--- config.mk ---
export PLATFORM = sky130hd
export DESIGN_NAME = pc_sequencer_flat
export DESIGN_NICKNAME = d
export VERILOG_FILES = /design/src/rtl/pc_sequencer_pkg.sv /design/src/rtl/pc_sequencer_if.sv /design/src/rtl/pc_sequencer_branch_target_calc.sv /design/src/rtl/pc_sequencer.sv /design/src/flat_wrapper.sv
export SDC_FILE = /design/constraint.sdc
export NUM_CORES = 1
export LEC_CHECK = 0
export ABC_AREA = 1
export ABC_CLOCK_PERIOD_IN_PS = 2600
export BUFFER_PORTS_ARGS = -buffer_cell sky130_fd_sc_hd__buf_4
export CORE_MARGIN = 8
export CORE_UTILIZATION = 35
export CTS_BUF_LIST = sky130_fd_sc_hd__clkbuf_8
export DETAILED_ROUTE_END_ITERATION = 7
export PLACE_DENSITY = 0.52
export SLEW_MARGIN = 40
export SYNTH_ARGS = -nofsm -noshare
export SYNTH_HDL_FRONTEND = slang
export SYNTH_SLANG_ARGS = --single-unit
--- constraint.sdc ---
create_clock -name CLK -period 2.6 [get_ports CLK]
set_input_delay 0.26 -clock CLK [delete_from_list [all_inputs] [get_ports CLK]]
set_output_delay 0.26 -clock CLK [all_outputs]
set_load 0.005 [all_outputs]
--- src/rtl/pc_sequencer_pkg.sv ---
// pc_sequencer_pkg: shared state encoding, defaults and branch decision for pc_sequencer
package pc_sequencer_pkg;
  typedef enum logic {FETCH = 1'b0, EXEC = 1'b1} state_e;
  localparam logic [31:0] PC_INC_DEF = 32'd4;
  localparam logic [31:0] RESET_VECTOR_DEF = 32'h0000_0000;
  localparam int OFFSET_W = 8;
  // JUMP together with BRANCH is illegal and resolves as not taken
  function automatic logic is_taken(input logic jump, input logic branch, input logic bne, input logic zero);
    return (jump & ~branch) | (branch & ~jump & (bne ^ zero));
  endfunction
endpackage

--- src/rtl/pc_sequencer_if.sv ---
// pc_sequencer_if: memory handshakes, decoder/ALU flags and PC outputs of pc_sequencer
// master: sequencer side (drives IMEM_READ, PC, INSTR_VALID, ILLEGAL and, with
// PC_SEQ_PERF_CNT_EN, TAKEN_CNT/STALL_CNT); slave: environment side
interface pc_sequencer_if;
  import pc_sequencer_pkg::*;
  logic IMEM_BUSYWAIT;
  logic IMEM_READ;
  logic [31:0] PC;
  logic INSTR_VALID;
  logic JUMP;
  logic BRANCH;
  logic BNE;
  logic ZERO;
  logic [OFFSET_W-1:0] OFFSET;
  logic DMEM_BUSYWAIT;
  logic ILLEGAL;
`ifdef PC_SEQ_PERF_CNT_EN
  logic [15:0] TAKEN_CNT;
  logic [15:0] STALL_CNT;
  modport master(input IMEM_BUSYWAIT, JUMP, BRANCH, BNE, ZERO, OFFSET, DMEM_BUSYWAIT,
                 output IMEM_READ, PC, INSTR_VALID, ILLEGAL, TAKEN_CNT, STALL_CNT);
  modport slave(output IMEM_BUSYWAIT, JUMP, BRANCH, BNE, ZERO, OFFSET, DMEM_BUSYWAIT,
                input IMEM_READ, PC, INSTR_VALID, ILLEGAL, TAKEN_CNT, STALL_CNT);
`else
  modport master(input IMEM_BUSYWAIT, JUMP, BRANCH, BNE, ZERO, OFFSET, DMEM_BUSYWAIT,
                 output IMEM_READ, PC, INSTR_VALID, ILLEGAL);
  modport slave(output IMEM_BUSYWAIT, JUMP, BRANCH, BNE, ZERO, OFFSET, DMEM_BUSYWAIT,
                input IMEM_READ, PC, INSTR_VALID, ILLEGAL);
`endif
endinterface

--- src/rtl/pc_sequencer_branch_target_calc.sv ---
// branch_target_calc: combinational next-PC select between PC+PC_INC and word-offset target
// pc: current PC; offset: signed word offset; taken: branch decision; next_pc: committed PC
module branch_target_calc
  import pc_sequencer_pkg::*;
#(
  parameter logic [31:0] PC_INC = PC_INC_DEF
) (
  input  logic [31:0]         pc,
  input  logic [OFFSET_W-1:0] offset,
  input  logic                taken,
  output logic [31:0]         next_pc
);
  logic [31:0] seq_pc;
  always_comb begin
    seq_pc = pc + PC_INC;
    next_pc = taken ? seq_pc + {{(30-OFFSET_W){offset[OFFSET_W-1]}}, offset, 2'b00} : seq_pc;
  end
endmodule

--- src/rtl/pc_sequencer.sv ---
// pc_sequencer: two-state fetch/execute sequencer owning the program counter
// CLK: clock; RESET: async active-low reset; bus: pc_sequencer_if.master
// Optional macro PC_SEQ_PERF_CNT_EN adds saturating TAKEN_CNT/STALL_CNT counters
module pc_sequencer
  import pc_sequencer_pkg::*;
#(
  parameter logic [31:0] RESET_VECTOR = RESET_VECTOR_DEF,
  parameter logic [31:0] PC_INC = PC_INC_DEF
) (
  input logic           CLK,
  input logic           RESET,
  pc_sequencer_if.master bus
);
  state_e state_q, state_d;
  logic [31:0] pc_q, pc_d, next_pc;
  logic taken, commit;
  assign taken = is_taken(bus.JUMP, bus.BRANCH, bus.BNE, bus.ZERO);
  // flags are only looked at on the EXEC edge where data memory is idle
  assign commit = (state_q == EXEC) && !bus.DMEM_BUSYWAIT;
  branch_target_calc #(.PC_INC(PC_INC)) u_btc (
    .pc(pc_q),
    .offset(bus.OFFSET),
    .taken(taken),
    .next_pc(next_pc)
  );
  always_comb begin
    state_d = state_q;
    pc_d = commit ? next_pc : pc_q;
    if (state_q == FETCH) begin
      if (!bus.IMEM_BUSYWAIT) state_d = EXEC;
    end else if (commit) begin
      state_d = FETCH;
    end
  end
  always_ff @(posedge CLK or negedge RESET) begin
    if (!RESET) begin
      state_q <= FETCH;
      pc_q <= RESET_VECTOR;
    end else begin
      state_q <= state_d;
      pc_q <= pc_d;
    end
  end
  assign bus.PC = pc_q;
  assign bus.IMEM_READ = RESET && (state_q == FETCH);
  assign bus.INSTR_VALID = RESET && (state_q == EXEC);
  assign bus.ILLEGAL = RESET && commit && bus.JUMP && bus.BRANCH;
`ifdef PC_SEQ_PERF_CNT_EN
  logic [15:0] taken_cnt_q, taken_cnt_d, stall_cnt_q, stall_cnt_d;
  logic stall;
  always_comb begin
    stall = (state_q == FETCH) ? bus.IMEM_BUSYWAIT : bus.DMEM_BUSYWAIT;
    taken_cnt_d = taken_cnt_q + 16'((commit && taken && taken_cnt_q != 16'hFFFF) ? 1 : 0);
    stall_cnt_d = stall_cnt_q + 16'((stall && stall_cnt_q != 16'hFFFF) ? 1 : 0);
  end
  always_ff @(posedge CLK or negedge RESET) begin
    if (!RESET) begin
      taken_cnt_q <= '0;
      stall_cnt_q <= '0;
    end else begin
      taken_cnt_q <= taken_cnt_d;
      stall_cnt_q <= stall_cnt_d;
    end
  end
  assign bus.TAKEN_CNT = taken_cnt_q;
  assign bus.STALL_CNT = stall_cnt_q;
`endif
endmodule

--- src/flat_wrapper.sv ---
// flat-port wrapper written by rule: the top's interface ports become plain ports
module pc_sequencer_flat import pc_sequencer_pkg::*;
#(
  parameter logic [31:0] RESET_VECTOR = RESET_VECTOR_DEF,
  parameter logic [31:0] PC_INC = PC_INC_DEF
)
  (CLK, RESET, bus_IMEM_BUSYWAIT, bus_JUMP, bus_BRANCH, bus_BNE, bus_ZERO, bus_OFFSET, bus_DMEM_BUSYWAIT, bus_IMEM_READ, bus_PC, bus_INSTR_VALID, bus_ILLEGAL);
  pc_sequencer_if bus_i ();
  input logic CLK;
  input logic RESET;
  input wire logic [$bits(bus_i.IMEM_BUSYWAIT)-1:0] bus_IMEM_BUSYWAIT;
  input wire logic [$bits(bus_i.JUMP)-1:0] bus_JUMP;
  input wire logic [$bits(bus_i.BRANCH)-1:0] bus_BRANCH;
  input wire logic [$bits(bus_i.BNE)-1:0] bus_BNE;
  input wire logic [$bits(bus_i.ZERO)-1:0] bus_ZERO;
  input wire logic [$bits(bus_i.OFFSET)-1:0] bus_OFFSET;
  input wire logic [$bits(bus_i.DMEM_BUSYWAIT)-1:0] bus_DMEM_BUSYWAIT;
  output wire logic [$bits(bus_i.IMEM_READ)-1:0] bus_IMEM_READ;
  output wire logic [$bits(bus_i.PC)-1:0] bus_PC;
  output wire logic [$bits(bus_i.INSTR_VALID)-1:0] bus_INSTR_VALID;
  output wire logic [$bits(bus_i.ILLEGAL)-1:0] bus_ILLEGAL;
  assign bus_i.IMEM_BUSYWAIT = bus_IMEM_BUSYWAIT;
  assign bus_i.JUMP = bus_JUMP;
  assign bus_i.BRANCH = bus_BRANCH;
  assign bus_i.BNE = bus_BNE;
  assign bus_i.ZERO = bus_ZERO;
  assign bus_i.OFFSET = bus_OFFSET;
  assign bus_i.DMEM_BUSYWAIT = bus_DMEM_BUSYWAIT;
  assign bus_IMEM_READ = bus_i.IMEM_READ;
  assign bus_PC = bus_i.PC;
  assign bus_INSTR_VALID = bus_i.INSTR_VALID;
  assign bus_ILLEGAL = bus_i.ILLEGAL;
  pc_sequencer #(.RESET_VECTOR(RESET_VECTOR), .PC_INC(PC_INC)) u_core (.CLK(CLK), .RESET(RESET), .bus(bus_i));
endmodule
==> load_flow_metrics.sql <==
INSERT INTO impl_metrics (metric_group, metric, value, unit) VALUES
('hold_path', 'min_path_type', 'input port to register', ''),
('floorplanning', 'io_pins', '51', ''),
('worst_setup_path', 'crit_path_launch_type', 'register', ''),
('clock_network', 'cts_tree', 'built', ''),
('clock_network', 'htreeDepth', '2', ''),
('yosys', 'synth_cells', '817', ''),
('sta', 'final.hold.worst_slack', '139', 'ps'),
('hold_path', 'min_delay_path_depth', '2', ''),
('yosys', 'postSynthRegisterBits', '31', ''),
('sta', 'worst-slew-pin-transition', '682', 'ps'),
('worst_setup_path', 'cp_num_buf_inv', '2', ''),
('sta', 'fin_crit_sh', '108', '%'),
('grt', 'grt_start_max_net_pins', '40', ''),
('worst_setup_path', 'ff2ff_setup_slack', '-200', 'ps'),
('grt', 'global_route.overflow_total', '0', ''),
('worst_setup_path', 'cp-end-kind', 'register', ''),
('worst_setup_path', 'critical_path_peak_fanout', '5', ''),
('worst_setup_path', 'critPathKind', 'register to register', ''),
('placement', 'routability_congestion_estimate', '0.899', ''),
('worst_setup_path', 'cp_slowest_stage_delay', '450', 'ps'),
('clock_network', 'clock_tree.buffer_depth', '2', ''),
('drt', 'first_iter_violations', '430', ''),
('sta', 'timing.final.setup_violations', '22', ''),
('placement', 'io_buffers', '48', ''),
('floorplanning', 'num_rows', '42', ''),
('yosys', 'mapped_cell_area', '0.00464', 'sq mm'),
('sta', 'hold_violation_count_in_the_final_report', '0', ''),
('pwr', 'ir_drop', '0.000628', 'V'),
('yosys', 'ys_warn_count', '0', ''),
('cells_and_area', 'insertedDiodeCount', '0', ''),
('floorplanning', 'initial_core_util', '35.4', '%'),
('grt', 'total_global_route_track_usage', '21.4', '%'),
('worst_setup_path', 'regToRegEndpoint', 'u_core.bus.PC[25]', ''),
('cells_and_area', 'layout-drive-gt1-share', '47.3', '%'),
('worst_setup_path', 'worst_r2r_path_depth', '16', ''),
('drt', 'antenna_left', '0', ''),
('drt', 'wirelength', '19100', 'um'),
('floorplanning', 'placeableCoreArea', '0.0131', 'sq mm'),
('hold_path', 'min_delay_worst_endpoint', 'u_core.state_q', ''),
('status', 'status', 'finished with violations', ''),
('grt', 'grt_pass1_wl', '29900', 'um'),
('sta', 'unrepaired_setup_endpoints_after_global_routing', 'yes', ''),
('worst_setup_path', 'worst_path_max_delay_cell', 'sky130_fd_sc_hd__dfrtp_2', ''),
('sta', 'layout_min_cycle_time', '2800', 'ps'),
('job', 'cap_violations', '0', ''),
('drt', 'vias', '5901', ''),
('status', 'violations_in_the_final_reports', 'negative setup slack', ''),
('clock_network', 'tritoncts_num_sinks', '31', ''),
('grt', 'first_global_vias', '5713', ''),
('floorplanning', 'die-width', '131', 'um'),
('clock_network', 'clk-insertion-delay-late', '300', 'ps'),
('cells_and_area', 'final_core_utilization', '60.8', '%'),
('sta', 'slew_headroom', '54.6', '%'),
('sta', 'final_max_slew_viol_count', '0', ''),
('sta', 'fmax', '357', 'MHz'),
('pwr', 'leakage', '4.00', 'nW'),
('worst_setup_path', 'cp_data_required_time', '2840', 'ps'),
('drt', 'detailed_route_wire_length_per_cell', '15.6', 'um'),
('floorplanning', 'floorplan.die.height', '131', 'um'),
('cells_and_area', 'area_delta_synth_final', '71.6', '%'),
('placement', 'detailedPlacementHpwl', '14400', 'um'),
('placement', 'detailedPlace.worstSlack', '-507', 'ps'),
('yosys', 'synth_cell_type_count', '39', ''),
('sta', 'layout_setup_ws', '-201', 'ps'),
('worst_setup_path', 'crit_path_cell_trace', 'ha_4 > nand3_4 > nor3_4 > nand3_2 > buf_6 > xnor2_4 > ha_4 > nand2_4 > buf_6 > nor2_4 > nand2_2 > nor2_1 > nand2_1 > nand4_1 > nand3_4 > a21oi_2', ''),
('floorplanning', 'fp.dieArea', '0.0172', 'sq mm'),
('yosys', 'postSynthAreaPerCell', '5.68', 'sq um'),
('grt', 'grt_antenna_before_repair', '0', ''),
('sta', 'clock_skew', '7.77', 'ps'),
('cells_and_area', 'layout_common_cells', 'sky130_fd_sc_hd__buf_4 (221), sky130_fd_sc_hd__nand2_1 (208), sky130_fd_sc_hd__inv_1 (120), sky130_fd_sc_hd__nand2_2 (57), sky130_fd_sc_hd__nor2_1 (55)', ''),
('pwr', 'pwr_density_cell', '1170', 'mW/mm^2');
-- worst max path at each step --
stage                       from                 to  slack (ps)  cells after the start
2_1_floorplan   u_core.bus.PC[3]  u_core.bus.PC[24]           7                     17
6_report        u_core.bus.PC[3]  u_core.bus.PC[25]        -200                     16
4_1_cts         u_core.bus.PC[2]  u_core.bus.PC[29]        -130                     19
3_5_place_dp    u_core.bus.PC[2]  u_core.bus.PC[12]        -510                     14
5_1_grt        u_core.bus.PC[12]  u_core.bus.PC[24]        -390                     18
3_3_place_gp    u_core.bus.PC[3]  u_core.bus.PC[12]        -510                     14
-- synthesized netlist by cell type --
master	instances	area share, %
sky130_fd_sc_hd__or2_2	7	0.94
sky130_fd_sc_hd__xnor2_2	1	0.35
sky130_fd_sc_hd__buf_2	3	0.32
sky130_fd_sc_hd__nand3b_1	3	0.49
sky130_fd_sc_hd__nand4_1	13	1.8
sky130_fd_sc_hd__a21oi_2	2	0.38
sky130_fd_sc_hd__nand2_2	7	0.94
sky130_fd_sc_hd__ha_1	37	10
sky130_fd_sc_hd__xor2_1	13	2.5
sky130_fd_sc_hd__buf_4	3	0.49
sky130_fd_sc_hd__dfrtp_1	31	17
sky130_fd_sc_hd__nor2_4	5	1.2
sky130_fd_sc_hd__nand3_2	4	0.86
sky130_fd_sc_hd__nor2_2	5	0.67
sky130_fd_sc_hd__o21bai_1	4	0.65
sky130_fd_sc_hd__xnor2_1	7	1.3
sky130_fd_sc_hd__o21ai_1	5	0.54
sky130_fd_sc_hd__a21oi_1	57	6.2
sky130_fd_sc_hd__buf_6	1	0.24
sky130_fd_sc_hd__conb_1	1	0.081
sky130_fd_sc_hd__o21a_1	1	0.16
sky130_fd_sc_hd__nor3_2	1	0.22
sky130_fd_sc_hd__fa_1	1	0.43
sky130_fd_sc_hd__nand2_4	1	0.24
sky130_fd_sc_hd__nor2_1	87	7.0
sky130_fd_sc_hd__xor2_2	1	0.35
sky130_fd_sc_hd__a22oi_1	2	0.32
sky130_fd_sc_hd__clkbuf_1	7	0.57
sky130_fd_sc_hd__nor3_1	8	0.86
sky130_fd_sc_hd__nand3_1	64	6.9
sky130_fd_sc_hd__nand2_1	273	22
sky130_fd_sc_hd__inv_1	137	11
sky130_fd_sc_hd__nor4_1	1	0.13
sky130_fd_sc_hd__a31oi_1	2	0.27
sky130_fd_sc_hd__o211ai_1	1	0.16
sky130_fd_sc_hd__and2_1	2	0.27
sky130_fd_sc_hd__or2_0	1	0.13
sky130_fd_sc_hd__nor3_4	1	0.35
sky130_fd_sc_hd__o21ai_0	17	1.8
-- registers in the layout, indices dropped and copies added, names as in the netlist --
name,count
u_core.state_q,1
u_core.bus.PC,30
-- worst register-to-register path, stage by stage (launching register included) --
cell and delay [ps]:
sky130_fd_sc_hd__dfrtp_2 450, sky130_fd_sc_hd__ha_4 170, sky130_fd_sc_hd__nand3_4 80, sky130_fd_sc_hd__nor3_4 270
sky130_fd_sc_hd__nand3_2 150, sky130_fd_sc_hd__buf_6 160, sky130_fd_sc_hd__xnor2_4 140, sky130_fd_sc_hd__ha_4 320
sky130_fd_sc_hd__nand2_4 80, sky130_fd_sc_hd__buf_6 120, sky130_fd_sc_hd__nor2_4 120, sky130_fd_sc_hd__nand2_2 70
sky130_fd_sc_hd__nor2_1 110, sky130_fd_sc_hd__nand2_1 90, sky130_fd_sc_hd__nand4_1 140, sky130_fd_sc_hd__nand3_4 130
sky130_fd_sc_hd__a21oi_2 140
-- final cells by class --
| cell class | count | area, sq um |
|---|---|---|
| multi-input cells | 636 | 4540 |
| fillers | 1255 | 5120 |
| clock buffers | 7 | 96.3 |
| well taps | 176 | 220 |
| clock inverters | 1 | 3.75 |
| inverters | 137 | 517 |
| flip-flops and latches | 31 | 783 |
| repair buffers | 232 | 1800 |
-- through the flow --
stage	cells	instance area [sq um]	TNS, ps
floorplan	818	4660	0
global placement	1178	6310	-6890
detailed placement	1178	6310	-7290
CTS	1211	7550	-1510
global route	1220	7960	-6840
finish	1220	7960	-2840
-- logic make-up after synthesis --
group	Yosys count	synth area share [%]
xor gates and xnor gates	22	4.48
other	1	0.0809
DFF	31	16.7
adders and majority gates	38	10.4
and+or+nand+nor	483	45.1
AOI/OAI and AO/OA	91	10.5
buffers and inverters	151	12.7
-- power breakdown --
group	switching, mW	leakage (nW)	internal (mW)
Clock	0.213	0.0557	0.238
Combinational	4.18	3.60	3.75
Sequential	0.256	0.346	0.700
Total	4.65	4.00	4.69
-- per-layer routing --
| layer | vias up | share of wire, % | GRT usage, % |
|---|---|---|---|
| li1 | 3006 | - | - |
| met1 | 2763 | 48 | 29.6 |
| met2 | 119 | 48 | 35.1 |
| met3 | 13 | 3.3 | 1.68 |
| met4 | 0 | 0.93 | 4.97 |
| met5 | - | 0 | 0 |
-- timing repair --
item | 4_1_cts | 5_1_grt
pin swaps | 63 | 71
hold buffers | 1 | 0
setup endpoints to repair | 23 | 25
buffers inserted | 24 | 10
hold endpoints to repair | 31 | 0
gates resized for setup | 191 | 93
Note: power is estimated with default switching activity, not from simulation.
